$ cat src/rtl/rename_regfile.sv
// Architectural register file with a busy/tag rename table and a ring of rename-table
// checkpoints, so a mispredict restores the rename state of a branch instead of clearing it.
module rename_regfile #(
  parameter int DATA_W   = 32,
  parameter int REG_NUM  = 32,
  parameter int TAG_W    = 4,
  parameter int RD_PORTS = 2,
  parameter int CKPT_NUM = 4,
  localparam int AW = $clog2(REG_NUM),
  localparam int CW = $clog2(CKPT_NUM)
) (
  input  logic                         clk_in,
  input  logic                         rst_in,
  input  logic                         rdy_in,
  input  logic [RD_PORTS*AW-1:0]       rd_addr,
  output logic [RD_PORTS*DATA_W-1:0]   rd_value,
  output logic [RD_PORTS-1:0]          rd_busy,
  output logic [RD_PORTS*TAG_W-1:0]    rd_tag,
  input  logic                         rsv_en,
  input  logic [AW-1:0]                rsv_rd,
  input  logic [TAG_W-1:0]             rsv_tag,
  input  logic                         commit_en,
  input  logic [AW-1:0]                commit_rd,
  input  logic [TAG_W-1:0]             commit_tag,
  input  logic [DATA_W-1:0]            commit_value,
  input  logic                         ckpt_take,
  output logic [CW-1:0]                ckpt_id,
  output logic                         ckpt_full,
  input  logic                         ckpt_free,
  input  logic                         recover_en,
  input  logic [CW-1:0]                recover_id,
  input  logic                         flush_all
);

  localparam logic [CW:0] FULL_CNT = (CW+1)'(CKPT_NUM);

  logic [DATA_W-1:0]  regs [REG_NUM];
  logic [REG_NUM-1:0] busy;
  logic [TAG_W-1:0]   tags [REG_NUM];

  logic [REG_NUM-1:0] ckpt_busy [CKPT_NUM];
  logic [TAG_W-1:0]   ckpt_tags [CKPT_NUM][REG_NUM];
  logic [CW-1:0]      head;
  logic [CW-1:0]      tail;
  logic [CW:0]        count;

  logic               commit_wr;
  logic               commit_live;
  logic               rec_commit_hit;
  logic               take_ok;
  logic               free_ok;
  logic [CW-1:0]      rec_count;
  logic [CKPT_NUM-1:0] slot_valid;

  logic [REG_NUM-1:0] busy_n;
  logic [TAG_W-1:0]   tags_n [REG_NUM];
  logic [CW-1:0]      head_n;
  logic [CW-1:0]      tail_n;
  logic [CW:0]        count_n;

  assign commit_wr      = commit_en && (commit_rd != '0);
  assign commit_live    = commit_wr && busy[commit_rd] && (tags[commit_rd] == commit_tag);
  assign rec_commit_hit = commit_wr && ckpt_busy[recover_id][commit_rd]
                          && (ckpt_tags[recover_id][commit_rd] == commit_tag);
  assign ckpt_full      = (count == FULL_CNT);
  assign ckpt_id        = tail;
  assign take_ok        = ckpt_take && !ckpt_full;
  assign free_ok        = ckpt_free && (count != '0);
  assign rec_count      = recover_id - head;

  // A slot is live when its distance from head is below the occupancy count.
  always_comb begin
    slot_valid = '0;
    for (int s = 0; s < CKPT_NUM; s++) begin
      slot_valid[s] = ({1'b0, CW'(s) - head} < count);
    end
  end

  // Next live rename table; checkpoints capture this post-update view.
  always_comb begin
    busy_n = busy;
    for (int r = 0; r < REG_NUM; r++) begin
      tags_n[r] = tags[r];
    end
    if (flush_all) begin
      busy_n = '0;
      for (int r = 0; r < REG_NUM; r++) begin
        tags_n[r] = '0;
      end
    end else if (recover_en) begin
      busy_n = ckpt_busy[recover_id];
      for (int r = 0; r < REG_NUM; r++) begin
        tags_n[r] = ckpt_tags[recover_id][r];
      end
      if (rec_commit_hit) begin
        busy_n[commit_rd] = 1'b0;
      end
    end else begin
      if (commit_live) begin
        busy_n[commit_rd] = 1'b0;
      end
      if (rsv_en && (rsv_rd != '0)) begin
        busy_n[rsv_rd] = 1'b1;
        tags_n[rsv_rd] = rsv_tag;
      end
    end
  end

  always_comb begin
    head_n  = head;
    tail_n  = tail;
    count_n = count;
    if (flush_all) begin
      head_n  = '0;
      tail_n  = '0;
      count_n = '0;
    end else if (recover_en) begin
      tail_n  = recover_id;
      count_n = {1'b0, rec_count};
      if (ckpt_free && (rec_count != '0)) begin
        head_n  = head + 1'b1;
        count_n = {1'b0, rec_count} - 1'b1;
      end
    end else begin
      if (take_ok) begin
        tail_n = tail + 1'b1;
      end
      if (free_ok) begin
        head_n = head + 1'b1;
      end
      count_n = count + {{CW{1'b0}}, take_ok} - {{CW{1'b0}}, free_ok};
    end
  end

  always_ff @(posedge clk_in) begin
    if (rst_in) begin
      busy  <= '0;
      head  <= '0;
      tail  <= '0;
      count <= '0;
      for (int r = 0; r < REG_NUM; r++) begin
        regs[r] <= '0;
        tags[r] <= '0;
      end
    end else if (rdy_in) begin
      if (commit_wr) begin
        regs[commit_rd] <= commit_value;
      end
      busy  <= busy_n;
      head  <= head_n;
      tail  <= tail_n;
      count <= count_n;
      for (int r = 0; r < REG_NUM; r++) begin
        tags[r] <= tags_n[r];
      end
    end
  end

  // Slot storage needs no reset: a slot only becomes valid through a take that fills it.
  always_ff @(posedge clk_in) begin
    if (!rst_in && rdy_in) begin
      for (int s = 0; s < CKPT_NUM; s++) begin
        if (slot_valid[s] && commit_wr && ckpt_busy[s][commit_rd]
            && (ckpt_tags[s][commit_rd] == commit_tag)) begin
          ckpt_busy[s][commit_rd] <= 1'b0;
        end
      end
      if (!flush_all && !recover_en && take_ok) begin
        ckpt_busy[tail] <= busy_n;
        for (int r = 0; r < REG_NUM; r++) begin
          ckpt_tags[tail][r] <= tags_n[r];
        end
      end
    end
  end

  // Same-cycle reserve is deliberately invisible; a matching commit is forwarded.
  always_comb begin
    rd_value = '0;
    rd_busy  = '0;
    rd_tag   = '0;
    for (int p = 0; p < RD_PORTS; p++) begin
      if (rd_addr[p*AW +: AW] != '0) begin
        if (commit_wr && (commit_rd == rd_addr[p*AW +: AW]) && busy[rd_addr[p*AW +: AW]]
            && (tags[rd_addr[p*AW +: AW]] == commit_tag)) begin
          rd_value[p*DATA_W +: DATA_W] = commit_value;
        end else if (busy[rd_addr[p*AW +: AW]]) begin
          rd_busy[p]                = 1'b1;
          rd_tag[p*TAG_W +: TAG_W]  = tags[rd_addr[p*AW +: AW]];
        end else begin
          rd_value[p*DATA_W +: DATA_W] = regs[rd_addr[p*AW +: AW]];
        end
      end
    end
  end

endmodule

$ cat config.mk
export PLATFORM = sky130hd
export DESIGN_NAME = rename_regfile
export DESIGN_NICKNAME = d
export VERILOG_FILES = /design/src/rtl/rename_regfile.sv
export SDC_FILE = /design/constraint.sdc
export NUM_CORES = 2
export LEC_CHECK = 0
export ABC_CLOCK_PERIOD_IN_PS = 7790
export CAP_MARGIN = 15
export CORE_ASPECT_RATIO = 2
export CORE_MARGIN = 2
export CORE_UTILIZATION = 35
export CTS_BUF_LIST = sky130_fd_sc_hd__clkbuf_2 sky130_fd_sc_hd__clkbuf_4 sky130_fd_sc_hd__clkbuf_8
export DETAILED_ROUTE_END_ITERATION = 10
export SYNTH_ARGS = -nofsm -noshare
export SYNTH_HDL_FRONTEND = slang
export SYNTH_SLANG_ARGS = --single-unit
export TNS_END_PERCENT = 1
$ cat constraint.sdc
create_clock -name clk_in -period 7.79 [get_ports clk_in]
set_input_delay 2.337 -clock clk_in [delete_from_list [all_inputs] [get_ports clk_in]]
set_output_delay 2.337 -clock clk_in [all_outputs]
set_load 0.01 [all_outputs]
Word level (Yosys, flattened, before mapping)
Memory sizes are Yosys's and may differ from the RTL's.
Index checks and enable logic that the tools add are counted.
- output and inout bits: 77
- memories kept: 4
- memory bits (writable): 1792
- register bits: 39
- memory list (name ; depth ; width ; read ports ; clocked after Yosys merged registers in ; wr ports ; line ; RTL):
    regs ; 32 ; 32 ; 2 ; 0 ; 32 ; 37 ; logic [DATA_W-1:0] regs [REG_NUM];
    ckpt_tags ; 4 ; 128 ; 5 ; 0 ; 1 ; 42 ; logic [TAG_W-1:0] ckpt_tags [CKPT_NUM][REG_NUM];
    ckpt_busy ; 4 ; 32 ; 5 ; 0 ; 5 ; 41 ; logic [REG_NUM-1:0] ckpt_busy [CKPT_NUM];
    tags ; 32 ; 4 ; 35 ; 0 ; 32 ; 39 ; logic [TAG_W-1:0] tags [REG_NUM];
- bitwise gates (word level): 38
- $lt $le $gt $ge: 13
- equality and inequality tests: 12
- $add $sub $neg: 10
- reductions and logical operators: 48
- mux-type cells: 135
- operators by type and width (operator ; count):
    2-to-1 mux 32 bit ; 18
    2-to-1 mux 128 bit ; 3
    2-to-1 mux 4 bit ; 49
    bitwise mux 128 bit ; 1
    binary-select mux 4 bit (select 5 bit) ; 5
    AND 32 bit ; 2
    binary-select mux 1 bit (select 5 bit) ; 8
    2-to-1 mux 1 bit ; 37
    logical AND 1 bit ; 33
    equality test 4 bit ; 8
    NOT 32 bit ; 1
    OR 1 bit ; 32
    OR 32 bit ; 1
    OR reduction 32 bit ; 1
    less-than comparator 5 x 6 -> 1 bit (second input constant) ; 4
    demux 4 bit (select 5 bit) ; 1
    nonzero test 5 bit ; 4
    2-to-1 mux 2 bit ; 7
    >= comparator 6 bit (second input constant) ; 2
    less-than comparator 2 x 3 -> 1 bit ; 4
    NOT 5 -> 6 bit ; 2
    demux 1 bit (select 5 bit) ; 2
    equality test 5 bit ; 2
    >= comparator 5 x 1 -> 1 bit (second input constant) ; 2
    other kinds (17) ; 27

Logic depth before layout (Yosys ltp)
- depth after elaboration: 13
- gate-level depth with buffers: 16
- mapped depth without buffers: 11

Worst setup path after synthesis
OpenSTA, ideal clock, no wires.
- path kind: input to output
- from: in rd_addr[0]
- to: out rd_value[10]
- arrival time: 5156 ps
- required time: 5453 ps
- path slack: 297 ps
- stages: 9
- cells stage by stage: buf_2 buf_2 buf_2 mux4_2 mux4_2 mux2i_1 o21ai_0 clkbuf_1 o21ai_0
- cells in the longest elaborated chain, start to end: 6
- RTL lines (item ; line ; RTL):
    start, declared ; 15 ; input logic [RD_PORTS*AW-1:0] rd_addr,
    branches (longest 5 deep; another with memory (32 x 4 bit)) ; - ;
    2-to-1 mux 32 bit * ; 183 ; if (rd_addr[p*AW +: AW] != '0) begin
    end, declared ; 16 ; output logic [RD_PORTS*DATA_W-1:0] rd_value,
Every way passes the cells marked *. The select of a mux whose other input is x is not followed.

Worst setup path after layout
- from: in rd_addr[5]
- to: out rd_tag[6]
- cells in the longest elaborated chain, start to end: 6
- RTL lines (item ; line ; RTL):
    branches (longest 5 deep; another with memory (32 x 4 bit)) ; - ;
    2-to-1 mux 4 bit * ; 183 ;
    end, declared ; 18 ; output logic [RD_PORTS*TAG_W-1:0] rd_tag,
Marks and branches as above.

==> metrics.txt <==
global routing's busiest layer=met2; Worst R2R Setup Slack=3640 ps; hold_sp=head[1]$_SDFFE_PP0P_; most frequent cells in the layout=1,792 x edfxtp_1, 993 x mux4_2, 718 x and2_1, 339 x buf_4, 328 x and3_1; crit-path max cell delay=520 ps; Crit Reg-Reg Endpoint=ckpt_busy[1][1]$_SDFFCE_PN0P_; total congestion overflow=0; Post-route DRC=0; Worst setup SP type=primary input; mux cell area share after synthesis=26.49%; All-Layer GR Usage=29.35%; met2 Usage GRT=50.23%; post-synthesis xor/xnor area fraction=0.3688%; top_reg_cell synth=edfxtp_1; RR Startpoint=ckpt_tags[1][127]$_DFFE_PP_; final WL=440.1 mm; critical path type=primary input to primary output; first-pass GRT wire length=596.9 mm; Netlist cell types=100; CP required=5450 ps; Inst Count DP=10,520; Final Hold Vio Count=0; RSZ-0062 raised after global routing=true; Worst VDD drop=0.1171 mV; die outline width=385.3 um; worst hold path class=register to register; Max-slew headroom=4.147%; Die ar.=295,400 um^2; crit path cell chain=buf_16, buf_12, buf_12, buf_12, mux4_2, mux4_2, mux2i_2, buf_4, nor4_4, buf_4, buf_12, or3_4, buf_12, nor2_1, clkbuf_2; vias per inst=6.480; post-route minimum period=7852 ps; share of the clock period used by the worst path=100.8%; Worst Hold Depth=2; worst skew pair latency=1010 ps; cell row count=280; leakage power=39.32 nW; Max Clock Skew=95.82 ps; Placeable Area=290,100 um^2; CTS tree=built; final setup violation count=9; Layout Cells excl Fill=11,070; Mapped Area=101,800 um^2; Bufs on Longest Clock Path=4; Slew Viols, Final=0; Util after Layout=39.65%; register area share after synthesis=53.64%; WL/cell=39.75 um; Post-Synth Adder-Cell Area=0.1672%; YS warnings=0; Top delay family on crit path=buffers and inverters; initial detailed-routing violation count=9,299; Multi-input gate area=44,310 um^2; Die H=766.6 um; hold endpoint=head[1]$_SDFFE_PP0P_; pwr/cell area=199.5 nW/um^2; root buffer cell=clkbuf_8; largest net degree at the start of global routing=165; Mean Syn Cell Area=14.84 um^2; drt pass-1 iters=9; via count=71,750; failing checks=negative setup slack; Synth Area in Compound Gates=4.897%; commonest non-fill, non-tap cell in the layout=edfxtp_1; Buf/Inv on CP=9; Register Area=54,590 um^2; M1 GR Usage=28.98%; reg2reg path depth=9; fillers=26,790; critical path capture point type=primary output; Post-Synth Simple-Gate Area=10.95%; # clock sinks=1,831; GR Util met3=6.866%; max-cap violation count=0; Top Ports=148; register bit total from synthesis=1,831; Setup TNS=-247.9 ps; share of cells above drive strength 1=30.52%; Antenna Nets Post-Route=0; fin worst setup slack=-62.30 ps; RD Place Congestion=1.022; initial antenna violation count=34; status=finished, violations left; Final nets=7,105; Max Fclk=127.4 MHz; total CTS buffers=283; Syn Inst Count=6,858; number of H-tree levels=5; cell mode on critical path=buf_12; Worst Path Arrival=5520 ps; initial core utilization=35.09%; Crit Path Max Fanout=11; count of input and output buffers=147; area delta synth->final=13.01%; CP max stage cell=mux4_2; Slew @ Worst Pin=1423 ps; Clock Pin Slew Worst Setup and Hold Paths=70 ps; Post-synth ARST share=0%; Post-DP HPWL=284.4 mm; vias in the first global route=73,720; main combinational cell family by area after synthesis=multiplexers; Post-synth EDFFs=1,792
==> flip-flops by register name, summed over array words and instances (netlist names) <==
| signal | cells |
|---|---|
| regs | 1024 |
| ckpt_tags | 512 |
| ckpt_busy | 128 |
| tags | 128 |
| busy | 32 |
| count | 3 |
| ckpt_id | 2 |
| head | 2 |
==> synthesized netlist by cell type (38+ instances only) <==
library cell | number | share of area [%]
mux2_2 | 41 | 0.45
a31oi_1 | 56 | 0.34
nand3_1 | 62 | 0.30
buf_4 | 44 | 0.32
nor2b_1 | 38 | 0.23
nand2_1 | 307 | 1.1
o21ai_0 | 244 | 1.2
mux2i_1 | 322 | 3.2
buf_1 | 67 | 0.25
buf_2 | 99 | 0.49
and2_1 | 719 | 4.4
clkbuf_1 | 490 | 1.8
nor2_1 | 343 | 1.3
o22ai_1 | 56 | 0.34
edfxtp_1 | 1792 | 53
dfxtp_1 | 39 | 0.77
nor3_1 | 79 | 0.39
and3_1 | 329 | 2.0
a21oi_1 | 115 | 0.57
a22oi_1 | 90 | 0.66
mux4_2 | 993 | 22
==> metrics by stage <==
stage / cell area, um^2 / setup WS, ps / hold slack [ps] / total power, W
after floorplan: 101900 / 297.0 / 473.4 / 0.01337
after global placement: 109200 / -572.2 / 484.5 / 0.01483
after detailed placement: 109200 / -600.9 / 518.9 / 0.01489
after CTS: 114700 / -185.9 / 530.1 / 0.02287
after global routing: 114900 / -129.6 / 570.5 / 0.02344
final: 115000 / -62.30 / 528.7 / 0.02294
==> layout make-up <==
cell class | instances | area share, %
Sequential cell | 1831 | 47.46
Clock inverter | 127 | 0.6897
Antenna cell | 34 | 0.07397
Inverter | 30 | 0.1197
Timing Repair Buffer | 588 | 5.020
Tap cell | 3807 | 4.141
Multi-Input combinational cell | 4287 | 38.52
Clock buffer | 368 | 3.968
==> logic make-up (layout without fill, tap and decap cells) <==
logic type / after synthesis / in the layout
AO/OA/AOI/OAI: 776 / 776
XOR/XNOR: 42 / 42
adder cells (fa/ha/maj): 13 / 13
buffers and inverters: 771 / 1113
flip-flops: 1831 / 1831
multiplexers: 1391 / 1391
other: 1 / 66
AND/OR/NAND/NOR: 2033 / 2033
==> worst reg2reg max path: cells and delay by family (launching register included) <==
family	cells	cell delay, ps
multiplexers	1	520
AND/OR/NAND/NOR	2	1220
buffers and inverters	2	410
flip-flops	1	420
XOR/XNOR	1	440
AO/OA/AOI/OAI	3	790
==> worst max path at each step <==
stage | slack [ps] | end | depth (start not counted) | startpoint
2_1_floorplan | 300 | rd_value[10] | 9 | rd_addr[0]
3_3_place_gp | -570 | rd_tag[7] | 14 | rd_addr[5]
3_5_place_dp | -600 | rd_tag[7] | 14 | rd_addr[5]
4_1_cts | -190 | rd_tag[5] | 15 | rd_addr[5]
5_1_grt | -130 | rd_tag[5] | 15 | rd_addr[5]
6_report | -60 | rd_tag[6] | 15 | rd_addr[5]
==> power by group <==
part	total [W]	internal [W]	switching [W]
registers	0.0114	0.0112	0.000256
clock network	0.00817	0.00405	0.00412
logic	0.00335	0.00134	0.00200
total	0.0229	0.0166	0.00638
==> routing by layer <==
layer | share of wire (%) | wire, um
met1 | 29 | 128400
met2 | 50 | 220100
met3 | 9.1 | 40170
met4 | 12 | 51270
met5 | 0.017 | 77
==> timing repair <==
action / 4_1_cts / 5_1_grt
setup endpoints to repair: 74 / 70
pin swaps: 2 / 7
gates resized for setup: 144 / 230
hold buffers: 0 / 0
gates cloned: 1 / 2
buffers inserted: 5 / 13
Note: power is estimated with default switching activity, not from simulation.
